### config.mk
export PLATFORM = sky130hd
export DESIGN_NAME = flag_branch_unit_flat
export DESIGN_NICKNAME = d
export VERILOG_FILES = /design/src/rtl/flag_branch_unit_if.sv /design/src/rtl/flag_branch_unit.sv /design/src/flat_wrapper.sv
export SDC_FILE = /design/constraint.sdc
export NUM_CORES = 1
export LEC_CHECK = 0
export CAP_MARGIN = 20
export CORE_ASPECT_RATIO = 1.5
export CORE_UTILIZATION = 38
export DETAILED_ROUTE_END_ITERATION = 12
export PLACE_DENSITY = 0.65
export SLEW_MARGIN = 25
export SYNTH_ARGS = -nofsm -noshare
export SYNTH_HDL_FRONTEND = slang
export SYNTH_SLANG_ARGS = --single-unit
### constraint.sdc
create_clock -name clk -period 5.8 [get_ports clk]
set_input_delay 1.16 -clock clk [delete_from_list [all_inputs] [get_ports clk]]
set_output_delay 1.16 -clock clk [all_outputs]
set_load 0.01 [all_outputs]
### src/rtl/flag_branch_unit_if.sv
// Signal bundle between the EX-stage pipeline and the flag/branch unit.
// The pipeline side uses the master modport and the unit uses the slave modport.
interface flag_branch_unit_if #(
    parameter int CNT_WIDTH = 16
);
    logic                 ex_valid;
    logic                 ex_setflags;
    logic                 alu_negative;
    logic                 alu_zero;
    logic                 alu_carry_out;
    logic                 alu_overflow;
    logic                 stall;
    logic                 flush;
    logic                 br_valid;
    logic [1:0]           br_type;
    logic [3:0]           br_cond;
    logic [3:0]           flags_q;
    logic                 br_resolved;
    logic                 br_taken;
    logic [CNT_WIDTH-1:0] eval_count;
    logic [CNT_WIDTH-1:0] taken_count;

    modport master (
        output ex_valid, ex_setflags, alu_negative, alu_zero, alu_carry_out, alu_overflow,
        output stall, flush, br_valid, br_type, br_cond,
        input  flags_q, br_resolved, br_taken, eval_count, taken_count
    );

    modport slave (
        input  ex_valid, ex_setflags, alu_negative, alu_zero, alu_carry_out, alu_overflow,
        input  stall, flush, br_valid, br_type, br_cond,
        output flags_q, br_resolved, br_taken, eval_count, taken_count
    );
endinterface

### src/rtl/flag_branch_unit.sv
// NZCV flag register plus conditional-branch resolver with saturating statistics.
// B.cond sees the EX flag-setter's flags by forwarding; all outputs are registered.
module flag_branch_unit #(
    parameter int CNT_WIDTH = 16
) (
    input logic               clk,
    input logic               reset,
    flag_branch_unit_if.slave bus
);
    typedef enum logic [1:0] {
        BR_UNCOND = 2'b00,
        BR_COND   = 2'b01,
        BR_CBZ    = 2'b10,
        BR_CBNZ   = 2'b11
    } br_type_e;

    logic [3:0]           flags_r;
    logic                 br_resolved_r;
    logic                 br_taken_r;
    logic [CNT_WIDTH-1:0] eval_count_r;
    logic [CNT_WIDTH-1:0] taken_count_r;

    logic                 upd_s;
    logic                 fwd_s;
    logic                 ev_s;
    logic [3:0]           live_flags_s;
    logic [3:0]           eff_flags_s;
    logic                 taken_s;

    // Condition code evaluation against {N,Z,C,V}; NV behaves like AL.
    function automatic logic cond_holds(input logic [3:0] cond, input logic [3:0] nzcv);
        logic n, z, c, v;
        logic res;
        n = nzcv[3];
        z = nzcv[2];
        c = nzcv[1];
        v = nzcv[0];
        case (cond)
            4'h0:    res = z;
            4'h1:    res = ~z;
            4'h2:    res = c;
            4'h3:    res = ~c;
            4'h4:    res = n;
            4'h5:    res = ~n;
            4'h6:    res = v;
            4'h7:    res = ~v;
            4'h8:    res = c & ~z;
            4'h9:    res = ~c | z;
            4'hA:    res = (n == v);
            4'hB:    res = (n != v);
            4'hC:    res = ~z & (n == v);
            4'hD:    res = z | (n != v);
            default: res = 1'b1;
        endcase
        return res;
    endfunction

    assign live_flags_s = {bus.alu_negative, bus.alu_zero, bus.alu_carry_out, bus.alu_overflow};
    assign fwd_s        = bus.ex_valid & bus.ex_setflags & ~bus.flush;
    assign upd_s        = fwd_s & ~bus.stall;
    assign ev_s         = bus.br_valid & ~bus.stall & ~bus.flush;

    // Effective flags and branch direction for the branch presented this cycle.
    always_comb begin
        eff_flags_s = flags_r;
        taken_s     = 1'b0;
        if (fwd_s) begin
            eff_flags_s = live_flags_s;
        end else begin
            eff_flags_s = flags_r;
        end
        case (br_type_e'(bus.br_type))
            BR_UNCOND: taken_s = 1'b1;
            BR_COND:   taken_s = cond_holds(bus.br_cond, eff_flags_s);
            BR_CBZ:    taken_s = bus.alu_zero;
            BR_CBNZ:   taken_s = ~bus.alu_zero;
            default:   taken_s = 1'b1;
        endcase
    end

    // Architectural flags, resolution pulse, direction and saturating counters.
    always_ff @(posedge clk or negedge reset) begin
        if (!reset) begin
            flags_r       <= 4'b0000;
            br_resolved_r <= 1'b0;
            br_taken_r    <= 1'b0;
            eval_count_r  <= {CNT_WIDTH{1'b0}};
            taken_count_r <= {CNT_WIDTH{1'b0}};
        end else begin
            br_resolved_r <= ev_s;
            if (upd_s) begin
                flags_r <= live_flags_s;
            end
            if (ev_s) begin
                br_taken_r <= taken_s;
                if (eval_count_r != {CNT_WIDTH{1'b1}}) begin
                    eval_count_r <= eval_count_r + {{(CNT_WIDTH-1){1'b0}}, 1'b1};
                end
                if (taken_s && (taken_count_r != {CNT_WIDTH{1'b1}})) begin
                    taken_count_r <= taken_count_r + {{(CNT_WIDTH-1){1'b0}}, 1'b1};
                end
            end
        end
    end

    assign bus.flags_q     = flags_r;
    assign bus.br_resolved = br_resolved_r;
    assign bus.br_taken    = br_taken_r;
    assign bus.eval_count  = eval_count_r;
    assign bus.taken_count = taken_count_r;
endmodule
### src/flat_wrapper.sv
// flat-port wrapper written by rule: the top's interface ports become plain ports
module flag_branch_unit_flat 
#(
    parameter int CNT_WIDTH = 16
)
  (clk, reset, bus_ex_valid, bus_ex_setflags, bus_alu_negative, bus_alu_zero, bus_alu_carry_out, bus_alu_overflow, bus_stall, bus_flush, bus_br_valid, bus_br_type, bus_br_cond, bus_flags_q, bus_br_resolved, bus_br_taken, bus_eval_count, bus_taken_count);
  flag_branch_unit_if #(.CNT_WIDTH(CNT_WIDTH)) bus_i ();
  input logic clk;
  input logic reset;
  input wire logic [$bits(bus_i.ex_valid)-1:0] bus_ex_valid;
  input wire logic [$bits(bus_i.ex_setflags)-1:0] bus_ex_setflags;
  input wire logic [$bits(bus_i.alu_negative)-1:0] bus_alu_negative;
  input wire logic [$bits(bus_i.alu_zero)-1:0] bus_alu_zero;
  input wire logic [$bits(bus_i.alu_carry_out)-1:0] bus_alu_carry_out;
  input wire logic [$bits(bus_i.alu_overflow)-1:0] bus_alu_overflow;
  input wire logic [$bits(bus_i.stall)-1:0] bus_stall;
  input wire logic [$bits(bus_i.flush)-1:0] bus_flush;
  input wire logic [$bits(bus_i.br_valid)-1:0] bus_br_valid;
  input wire logic [$bits(bus_i.br_type)-1:0] bus_br_type;
  input wire logic [$bits(bus_i.br_cond)-1:0] bus_br_cond;
  output wire logic [$bits(bus_i.flags_q)-1:0] bus_flags_q;
  output wire logic [$bits(bus_i.br_resolved)-1:0] bus_br_resolved;
  output wire logic [$bits(bus_i.br_taken)-1:0] bus_br_taken;
  output wire logic [$bits(bus_i.eval_count)-1:0] bus_eval_count;
  output wire logic [$bits(bus_i.taken_count)-1:0] bus_taken_count;
  assign bus_i.ex_valid = bus_ex_valid;
  assign bus_i.ex_setflags = bus_ex_setflags;
  assign bus_i.alu_negative = bus_alu_negative;
  assign bus_i.alu_zero = bus_alu_zero;
  assign bus_i.alu_carry_out = bus_alu_carry_out;
  assign bus_i.alu_overflow = bus_alu_overflow;
  assign bus_i.stall = bus_stall;
  assign bus_i.flush = bus_flush;
  assign bus_i.br_valid = bus_br_valid;
  assign bus_i.br_type = bus_br_type;
  assign bus_i.br_cond = bus_br_cond;
  assign bus_flags_q = bus_i.flags_q;
  assign bus_br_resolved = bus_i.br_resolved;
  assign bus_br_taken = bus_i.br_taken;
  assign bus_eval_count = bus_i.eval_count;
  assign bus_taken_count = bus_i.taken_count;
  flag_branch_unit #(.CNT_WIDTH(CNT_WIDTH)) u_core (.clk(clk), .reset(reset), .bus(bus_i));
endmodule
* After elaboration in Yosys (flattened, before gate mapping)
Cells that the tools add are included.
** Cells by class
- Multiplexer cells :: 3
- $add $sub $neg :: 2
- Reduce and logical (&&, ||, !) cells :: 5
- Bitwise gates (word level) :: 16
- Equal/unequal tests :: 20
** Operators by type and width (count)
- $add 16x1->16 const B :: 2
- $ne 16x16->1 const B :: 2
- $eq 4x4->1 const B :: 6
- $eq 4x3->1 const B :: 4
- $pmux 1 s14 :: 1
- $eq 4x2->1 const B :: 2
- $and 1x1->1 :: 7
- $not 1->1 :: 7
- $eq 2x2->1 const B :: 2
- $eq 4x1->1 const B :: 1
- $logic_not 4->1 :: 1
- $mux 4 :: 1
- $pmux 1 s4 :: 1
- $reduce_and 2->1 :: 2
- $eq 2x1->1 const B :: 1
- $logic_not 2->1 :: 1
- $or 1x1->1 :: 2
- $eq 1x1->1 :: 1
- $logic_and 1x1->1 :: 1
- $ne 1x1->1 :: 1
** Word-level totals
- Register bits after elaboration :: 38
- Output and inout port bits :: 38
- Word-level logic and storage cells :: 51
- Bits of input ports :: 17

* Longest topological paths before layout
Gate-level depths: netlist of run 1.
- Word-level depth :: 9
- Depth in mapped cells :: 10
- Gate-level depth less buffers :: 8

* Worst setup path after synthesis of run 1
Ideal clock, no wire load.
- Path kind :: input port to flip-flop
- Start :: input bus_flush
- End :: register u_core.taken_count_r[1] (netlist: u_core.bus.taken_count[1])
- Data arrival time :: 2.849 ns
- Data required time :: 5.675 ns
- Library setup time :: 0.125 ns
- Path buffers :: 1
- Stages :: 8
- Slack :: 2.826 ns
- Path through :: nand3b_4 > mux4_2 > nor4b_1 > nor3_1 > and4bb_1 > buf_6 > nand2_4 > mux2_2
** Between the ends
- Cells in the longest elaborated chain, start to end :: 9
- Elaborated cells on any way between the ends :: 18
- Classes of those cells :: eq/ne: 2; mux: 3; bitwise: 11; reduce/logical: 2
** Ends and longest elaborated chain
- start, declared :: line flat_wrapper.sv:17 : input wire logic [$bits(bus_i.flush)-1:0] bus_flush;
- $not 1->1 * :: line flag_branch_unit.sv:59, flag_branch_unit.sv:61
- $and 1x1->1 :: line flag_branch_unit.sv:59 : assign fwd_s = bus.ex_valid & bus.ex_setflags & ~bus.flush;
- $mux 4 :: line flag_branch_unit.sv:67 : if (fwd_s) begin
- $ne 1x1->1, or another cell as far along :: line flag_branch_unit.sv:50, flag_branch_unit.sv:52
- $or 1x1->1, or another cell as far along :: line flag_branch_unit.sv:52 : 4'hD: res = z | (n != v);
- $pmux 1 s14 :: line flag_branch_unit.sv:38 : case (cond)
- $pmux 1 s4 :: line flag_branch_unit.sv:72 : case (br_type_e'(bus.br_type))
- $logic_and 1x1->1 :: line flag_branch_unit.sv:99 : if (taken_s && (taken_count_r != {CNT_WIDTH{1'b1}})) begin
- $reduce_and 2->1 (no line) *
- end signal, assigned :: line flag_branch_unit.sv:88 : taken_count_r <= {CNT_WIDTH{1'b0}};
- end signal, assigned :: line flag_branch_unit.sv:100 : taken_count_r <= taken_count_r + {{(CNT_WIDTH-1){1'b0}}, 1'b1};
- end, declared :: line flag_branch_unit.sv:21 : logic [CNT_WIDTH-1:0] taken_count_r;
Mark *: on every way between the ends. The rest lies on a longest branch, timed or not.
A chain may end at the register's enable or synchronous reset.

* Worst setup path in the final report of run 1
- Start :: input bus_ex_setflags
- End :: register u_core.taken_count_r[1] (netlist: u_core.bus.taken_count[1])
** Between the ends
- Cells in the longest elaborated chain, start to end :: 9
- Elaborated cells on any way between the ends :: 17
- Classes of those cells :: eq/ne: 2; mux: 3; bitwise: 10; reduce/logical: 2
** Ends and longest elaborated chain
- start, declared :: line flat_wrapper.sv:11 : input wire logic [$bits(bus_i.ex_setflags)-1:0] bus_ex_setflags;
- $and 1x1->1 * (2 in a row) :: line flag_branch_unit.sv:59
- $mux 4 * :: line flag_branch_unit.sv:67
- $ne 1x1->1, or another cell as far along :: line flag_branch_unit.sv:50, flag_branch_unit.sv:52
- $or 1x1->1, or another cell as far along :: line flag_branch_unit.sv:52
- $pmux 1 s14 * :: line flag_branch_unit.sv:38
- $pmux 1 s4 * :: line flag_branch_unit.sv:72
- $logic_and 1x1->1 * :: line flag_branch_unit.sv:99
- $reduce_and 2->1 (no line) *
Marks and branches as above.

==> flow_results.org, run 1 <==
** STA
- Setup TNS Final :: 0 ns
- For the final database, setup skew stands at 0.004926 ns.
- Crit share post-route :: 62.31%
- Setup repair after global routing missed its margin :: false
- Relative slew margins :: 44.77%
- Max Clk Rate :: 276.7 MHz
- Shortest period the worst path allows :: 3.614 ns
- The final count of pins violating max slew came to 0.
- Pin slew with the least headroom to its limit :: 0.8284 ns
- Setup violations remaining at the end of the flow were counted as 0.
- Final hold slack :: 0.4996 ns
- Count of endpoints failing hold in the final timing report :: 0

** Synthesis
- For this run, asynchronously set or reset flops after synthesis account for 100.0%.
- Yosys mapped a number of flops with a built-in enable equal to 0.
- In the synthesized netlist, the number of instances is 187.
- Most used standard cell by instance count after synthesis :: sky130_fd_sc_hd__dfrtp_1
- Count of cell types in the netlist :: 38
- For this run, the number of Yosys warnings is 0.
- Cell taking the most area after synthesis :: sky130_fd_sc_hd__dfrtp_1
- Combined area of all synthesized cells :: 2027 um^2
- Area share of the leading cell type in the synthesized netlist :: 46.91%
- Synth Net Count :: 206
- Syn Area/Cell :: 10.84 um^2
- Sequential area share after synthesis :: 46.91%
- Flip-flop cell with the highest count after synthesis :: sky130_fd_sc_hd__dfrtp_1
- In the post-synthesis netlist, the biggest area contributors are sky130_fd_sc_hd__dfrtp_1, sky130_fd_sc_hd__xnor2_1, sky130_fd_sc_hd__nand3_1, sky130_fd_sc_hd__mux2_2, sky130_fd_sc_hd__and3_1.
- After synthesis the netlist holds a flip-flop and latch count of 38.
- Top cell types by occurrence after synthesis :: sky130_fd_sc_hd__dfrtp_1, sky130_fd_sc_hd__xnor2_1, sky130_fd_sc_hd__nand3_1

** Worst hold path
- Path class of the lowest-slack min-delay path :: flip-flop to flip-flop
- Hold depth :: 1

** Floorplan
- Core area :: 5125 um^2
- Vertical die dimension :: 91.45 um
- Initial core utilization :: 39.55%
- I/O pin count :: 55
- In this run the horizontal extent of the chip is 61.63 um.
- The floorplan has 32 rows.
- The die covers 5636 um^2.

** Worst setup path
- Worst setup path endpoint :: u_core.bus.taken_count[1]$_DFFE_PN0P_
- Crit path cell chain :: clkdlybuf4s50_1, and3b_1, mux4_2, mux2i_1, nor3_1, and4bb_1, nand2_4, mux2_2
- For the worst setup path, the data required time is 5.97 ns.
- Max FO, Critical Path :: 16
- Arrival time reported for the critical path endpoint :: 3.79 ns
- Across all register-to-register paths, the minimum setup slack is 3.27 ns.
- Tracing the worst setup path back leads to its startpoint at bus_ex_setflags.
- The worst setup path is captured at a flip-flop.
- The worst setup path is launched from an input pin.
- The slowest stage of the critical path is the sky130_fd_sc_hd__and4bb_1 cell.
- Reg2Reg Depth :: 7
- In this run the critical register-to-register path is launched from u_core.bus.flags_q[3]$_DFFE_PN0P_.
- Largest stage delay on the critical path :: 0.67 ns
- Kind of critical path :: input pin to flip-flop
- Capture instance of the worst register-to-register path :: u_core.bus.taken_count[1]$_DFFE_PN0P_

** Cells and area
- Layout cells sized above 1 :: 9.016%
- Area growth from synthesis to layout :: 33.15%
- Number of inserted diodes :: 0
- Combined flip-flop and latch cell area :: 950.9 um^2
- Fill cells in the final layout number 520.
- Area of the multi-input gates :: 1025 um^2
- Nets@finish :: 262

** Clock tree
- Number of buffers inserted by post-CTS setup repair :: 0
- Clock tree synthesis found a total of 38 sinks.
- TritonCTS clock tree :: built
- Root buffer selected by CTS :: sky130_fd_sc_hd__clkbuf_8
- Hold repair after CTS inserted 0 buffers.
- Worst-Skew Late Latency :: 0.29 ns
- CTS buffer count :: 5
- The longest clock path from root to sink contains 2 buffers.
- After clock tree synthesis, the clock-pin slew on the worst setup and hold paths is 0.08 ns.
- In this run, post-CTS repair resized a total of 0 instances.
- In this run the number of H-tree levels came out at 2.

** Route
- Residual DRC count :: 0
- Aggregate routed wire length :: 4429 um
- The first detailed-routing pass ran for 2 iterations.
- The count of nets left with antenna violations once routing finished came out at 0.
- Total number of vias :: 1629
- For this block, the initial DRC count from the detailed router was 39.
- Using the TritonRoute via totals, the vias-per-cell ratio works out to 5.221.
- After detailed routing, the average wire length per cell comes to 14.20 um.

** Power and ir drop
- Ratio of total power to cell area :: 270.3 nW/um^2
- Summed over all cells, the static leakage comes to 1.099 nW.
- VDD sags by at most 0.1721 mV.

** Global routing
- GRT Util Overall :: 17.38%
- Remaining global-route overflow :: 0
- Antenna violations before repair :: 0
- Vias in the first global route :: 1625
- Entering global routing, the biggest net connects 39 pins.
- Global-route wire length before repair :: 7341 um

** Placed design
- After legalization and detailed placement, the total HPWL measured 3319 um.
- PortBufs :: 54
- At the end of routability-driven placement, the weighted congestion stood at 0.7348.

** Outcome
- Result of the run :: complete, no violations

** Flow run
- Max-cap violation count :: 0
-- through the flow --
| stage | total power [mW] | setup slack (ns) | util [%] | cells | area, um^2 |
|---|---|---|---|---|---|
| detailed placement | 0.5517 | 1.887 | 50.88 | 304 | 2608 |
| CTS | 0.7412 | 2.191 | 52.66 | 312 | 2699 |
| global placement | 0.5480 | 1.905 | 50.88 | 304 | 2608 |
| global route | 0.7718 | 1.976 | 52.66 | 312 | 2699 |
| finish | 0.7296 | 2.186 | 52.66 | 312 | 2699 |
| floorplan | 0.4386 | 2.826 | - | 187 | 2027 |
-- cells by family (layout without fill, tap and decap cells) --
| logic type | Yosys count | in the layout | synth area share [%] |
|---|---|---|---|
| multiplexers | 12 | 12 | 7.593 |
| AO/OA/AOI/OAI | 7 | 7 | 2.160 |
| flip-flops | 38 | 38 | 46.91 |
| adder cells (fa/ha/maj) | 2 | 2 | 1.234 |
| buffers and inverters | 8 | 65 | 2.530 |
| XOR/XNOR | 32 | 32 | 13.83 |
| AND/OR/NAND/NOR | 88 | 88 | 25.74 |
-- per-layer routing --
layer | up-vias | track usage (%) | part of all wire (%)
met3 | 15 | 3.989 | 3.8
met5 | - | 0 | 0
li1 | 778 | - | -
met2 | 39 | 29.39 | 53
met4 | 0 | 8.519 | 3.3
met1 | 797 | 19.56 | 40
-- state kept, by name, indices dropped and copies added, names as in the netlist --
signal and count:
u_core.bus.flags_q 4, u_core.bus.br_taken 1, u_core.bus.eval_count 16, u_core.bus.br_resolved 1, u_core.bus.taken_count 16
-- final cells by class --
cell class | count | share of cell area [%]
multi-input combinational | 141 | 37.97
sequential | 38 | 35.23
timing repair buffer | 54 | 19.84
clock buffer | 7 | 3.199
tap | 68 | 3.153
inverter | 3 | 0.4172
clock inverter | 1 | 0.1854
-- worst min path at each step --
stage	to	slack, ns	startpoint
floorplan	u_core.bus.br_taken$_DFFE_PN0P_	0.52	u_core.bus.br_taken$_DFFE_PN0P_
global placement	u_core.bus.br_taken$_DFFE_PN0P_	0.48	u_core.bus.br_taken$_DFFE_PN0P_
detailed placement	u_core.bus.taken_count[10]$_DFFE_PN0P_	0.49	u_core.bus.taken_count[10]$_DFFE_PN0P_
CTS	u_core.bus.taken_count[10]$_DFFE_PN0P_	0.50	u_core.bus.taken_count[10]$_DFFE_PN0P_
global route	u_core.bus.taken_count[12]$_DFFE_PN0P_	0.53	u_core.bus.taken_count[12]$_DFFE_PN0P_
finish	u_core.bus.taken_count[10]$_DFFE_PN0P_	0.50	u_core.bus.taken_count[10]$_DFFE_PN0P_
-- layout by cell type (no fill, tap or decap), types with 2 or more instances in the layout --
cell type | synthesis | routed
sky130_fd_sc_hd__nand3_1 | 17 | 17
sky130_fd_sc_hd__and3_1 | 10 | 10
sky130_fd_sc_hd__nor3b_1 | 2 | 2
sky130_fd_sc_hd__clkbuf_8 | 0 | 6
sky130_fd_sc_hd__nor4b_1 | 3 | 3
sky130_fd_sc_hd__ha_1 | 2 | 2
sky130_fd_sc_hd__nor3_1 | 10 | 10
sky130_fd_sc_hd__clkdlybuf4s50_1 | 0 | 53
sky130_fd_sc_hd__nand4_1 | 9 | 9
sky130_fd_sc_hd__nor2_1 | 7 | 7
sky130_fd_sc_hd__a21oi_1 | 3 | 3
sky130_fd_sc_hd__nand3b_1 | 2 | 2
sky130_fd_sc_hd__xnor2_1 | 28 | 28
sky130_fd_sc_hd__xor2_1 | 4 | 4
sky130_fd_sc_hd__mux4_2 | 2 | 2
sky130_fd_sc_hd__nand2_1 | 16 | 16
sky130_fd_sc_hd__mux2_2 | 7 | 7
sky130_fd_sc_hd__inv_1 | 3 | 3
sky130_fd_sc_hd__dfrtp_1 | 38 | 38
sky130_fd_sc_hd__mux2i_1 | 3 | 3
-- power breakdown --
part / internal [mW] / switching, mW / total, mW
clock network: 0.0959 / 0.0898 / 0.186
logic: 0.117 / 0.0812 / 0.198
registers: 0.302 / 0.0442 / 0.346
-- worst max-delay path, delay by kind of cell --
kind,cells,cell delay [ns]
buffers and inverters,1,0.52
muxes,3,0.94
and+or+nand+nor,4,1.15
No activity file was read; power rests on OpenSTA's default activity.
==> run 2, diff against run 1 <==
--- a/config.mk
+++ b/config.mk
@@ -9,7 +9,7 @@
 export CORE_ASPECT_RATIO = 1.5
 export CORE_UTILIZATION = 38
 export DETAILED_ROUTE_END_ITERATION = 12
-export PLACE_DENSITY = 0.65
+export PLACE_DENSITY = 0.68
 export SLEW_MARGIN = 25
 export SYNTH_ARGS = -nofsm -noshare
 export SYNTH_HDL_FRONTEND = slang
==> constraint.sdc (replaced) <==
create_clock -name clk -period 3.2 [get_ports clk]
set_input_delay 0.64 -clock clk [delete_from_list [all_inputs] [get_ports clk]]
set_output_delay 0.64 -clock clk [all_outputs]
set_load 0.01 [all_outputs]
==> flow_results.org, run 2 (synthesis results as in run 1) <==
** Cells and area
- Final standard cell utilization of the core :: 53.64% (was 52.66%)
- Area growth from synthesis to layout :: 35.62% (was 33.15%)
- Top library cells by usage in the layout, fill and taps aside: sky130_fd_sc_hd__clkdlybuf4s50_1, sky130_fd_sc_hd__dfrtp_1, sky130_fd_sc_hd__xnor2_1, sky130_fd_sc_hd__nand3_1, sky130_fd_sc_hd__nand2_1 (unchanged).
- Layout cells sized above 1 :: 10.84% (was 9.016%)
- Fill cell count :: 516 (was 520)
- Nets@finish :: 267 (was 262)
- Most common cell after layout, fill and taps aside :: sky130_fd_sc_hd__clkdlybuf4s50_1 (unchanged)
- Number of inserted diodes :: 0 (unchanged)

** Floorplan
- Area enclosed by the die boundary :: 5636 um^2 (unchanged)
- Vertical die dimension :: 91.45 um (unchanged)
- The total core area is 5125 um^2 (unchanged).
- The number of placement rows came to 32 (unchanged).
- Die extent in x :: 61.63 um (unchanged)
- I/O pin count :: 55 (unchanged)
- The initial cell density of the core came to 39.55% (unchanged).

** Worst setup path
- Max FO, Critical Path :: 16 (unchanged)
- Kind of end point of the critical path :: flip-flop (unchanged)
- The worst endpoint required time came to 3.37 ns (was 5.97 ns).
- Arrival time reported for the critical path endpoint :: 3.00 ns (was 3.79 ns)
- Type of origin of the critical path :: input pin (unchanged)
- Kind of critical path :: input pin to flip-flop (unchanged)

** STA
- Max Clk Rate :: 353.7 MHz
- Crit share post-route :: 88.36%
- The final count of pins violating max slew is 0 (unchanged).
- The actual transition at the worst max-transition pin is 0.8285 ns (was 0.8284 ns).
- Setup repair after global routing missed its margin: false (unchanged).
- Relative slew margins :: 44.77% (about the same)
- The worst path in the final design needs a cycle of 2.827 ns, including I/O delays and setup.
- Setup TNS Final :: 0 ns (unchanged)
- The number of setup violations in the final report came to 0 (unchanged).
- The largest clock skew in the final design is 0.004625 ns (was 0.004926 ns).
- The hold violation count in the final report came to 0 (unchanged).

** Global routing
- Remaining global-route overflow :: 0 (unchanged)
- The wire length of the first global-routing pass is 7162 um (was 7341 um).
- The pin count of the biggest net entering global routing was 39 (unchanged).
- Vias in the first global route :: 1601 (was 1625)
- Antenna violations before repair :: 0 (unchanged)
- GRT Util Overall :: 17.07% (was 17.38%)

** Clock tree
- The clock latency reported for the late side of the worst-skew pair was 0.29 ns (about the same).
- TritonCTS clock tree :: built (unchanged)
- Clock buffer depth :: 2 (unchanged)
- CTS buffer count :: 5 (unchanged)
- The number of instances resized during post-cts repair was 0 (unchanged).
- The CTS H-tree depth was 2 (unchanged).
- The clock transition at the registers of the reported paths is 0.07 ns (was 0.08 ns).
- Root buffer selected by CTS :: sky130_fd_sc_hd__clkbuf_8 (unchanged)
- The count of clock tree sinks came to 38 (unchanged).
- Hold-fix buffer count after cts :: 0 (unchanged)
- The buffers inserted during post-CTS setup optimization was 0 (unchanged).

** Placed design
- PortBufs :: 54 (unchanged)
- Final HPWL DP :: 3309 um (was 3319 um)
- The routability-driven placement congestion ratio is 0.7519 (was 0.7348).

** Power and ir drop
- Peak ir drop on the vdd network :: 0.3937 mV (was 0.1721 mV)
- The power per unit of standard cell area was 484.5 nW/um^2 (was 270.3 nW/um^2).
- The static leakage came to 1.127 nW (was 1.099 nW).

** Outcome
- Result of the run :: complete, no violations (unchanged)

** Route
- Remaining antenna violation count after routing :: 0 (unchanged)
- The iteration count of the initial detailed-routing pass came to 4 (was 2).
- The routed via count divided by cell count is 5.167 (was 5.221).
- Aggregate routed wire length :: 4420 um (was 4429 um)
- The mean routed wirelength per cell is 13.94 um (was 14.20 um).
- Total number of vias :: 1638 (was 1629)
- Residual DRC count :: 0 (unchanged)
- The number of DRC violations after detailed-routing iteration 0 is 64 (was 39).

** Worst hold path
- Path class of the lowest-slack min-delay path :: input pin to asynchronous set/reset pin (was flip-flop to flip-flop)

** Flow run
- The max-cap violation count was 0 (unchanged).
[run 2: metrics by stage]
stage / hold slack [ns] / power [mW] / std cells / instance area (um^2) / setup WS, ns
floorplan: 0.3444 / 0.7950 / 187 / 2027 / 0.7461
global placement: 0.4793 / 1.004 / 309 / 2658 / 0.1023
detailed placement: 0.4795 / 1.014 / 309 / 2658 / 0.04762
CTS: 0.4808 / 1.355 / 317 / 2749 / 0.3585
global route: 0.5046 / 1.408 / 317 / 2749 / 0.2309
finish: 0.4388 / 1.332 / 317 / 2749 / 0.3726
[run 2: critical path: stages]
cell	delay [ns]
sky130_fd_sc_hd__clkdlybuf4s50_1	0.51
sky130_fd_sc_hd__nand3b_4	0.15
sky130_fd_sc_hd__mux4_2	0.51
sky130_fd_sc_hd__nor4b_1	0.29
sky130_fd_sc_hd__nor3_1	0.09
sky130_fd_sc_hd__and4bb_1	0.23
sky130_fd_sc_hd__buf_12	0.16
sky130_fd_sc_hd__nand2_4	0.07
sky130_fd_sc_hd__mux2_2	0.34
[run 2: layout make-up]
| cell class | count | area [um^2] | share of cell area (%) |
|---|---|---|---|
| inverter | 3 | 11.26 | 0.4096 |
| clock inverter | 1 | 5.005 | 0.1821 |
| clock buffer | 7 | 86.33 | 3.141 |
| tap | 68 | 85.08 | 3.095 |
| multi-input combinational | 141 | 1025 | 37.28 |
| timing repair buffer | 59 | 585.6 | 21.30 |
| sequential | 38 | 950.9 | 34.59 |
[run 2: metal layers]
layer,up-vias,track usage (%),share of wire (%),wire [um]
li1,787,-,-,-
met1,807,19.29,41,1810
met2,38,29.57,53,2343
met3,6,3.989,4.4,194
met4,0,6.667,1.6,72
met5,-,0,0,0
[run 2: where the power goes]
part	internal (mW)	switching, mW
clock	0.174	0.160
combinational	0.223	0.152
sequential	0.547	0.0765
[run 2: final timing paths]
kind | start | end | slack, ns | cells past startpoint
max | bus_flush | u_core.bus.taken_count[1]$_DFFE_PN0P_ | 0.37 | 9
min | reset | u_core.bus.taken_count[2]$_DFFE_PN0P_ | 0.44 | 1
max reg2reg | u_core.bus.flags_q[1]$_DFFE_PN0P_ | u_core.bus.taken_count[1]$_DFFE_PN0P_ | 1.00 | 7
min reg2reg | u_core.bus.br_taken$_DFFE_PN0P_ | u_core.bus.br_taken$_DFFE_PN0P_ | 0.50 | 1
max in group asynchronous | reset | u_core.bus.flags_q[2]$_DFFE_PN0P_ | 2.23 | 1
min in group clk | u_core.bus.br_taken$_DFFE_PN0P_ | u_core.bus.br_taken$_DFFE_PN0P_ | 0.50 | 1
==> run 3, diff against run 2 <==
--- a/config.mk
+++ b/config.mk
@@ -9,6 +9,7 @@
 export CORE_ASPECT_RATIO = 1.5
 export CORE_UTILIZATION = 38
 export DETAILED_ROUTE_END_ITERATION = 12
+export HOLD_SLACK_MARGIN = 0.03
 export PLACE_DENSITY = 0.68
 export SLEW_MARGIN = 25
 export SYNTH_ARGS = -nofsm -noshare
==> results of run 3 <==
The final DEF is identical to that of run 2; final timing and power are the same.
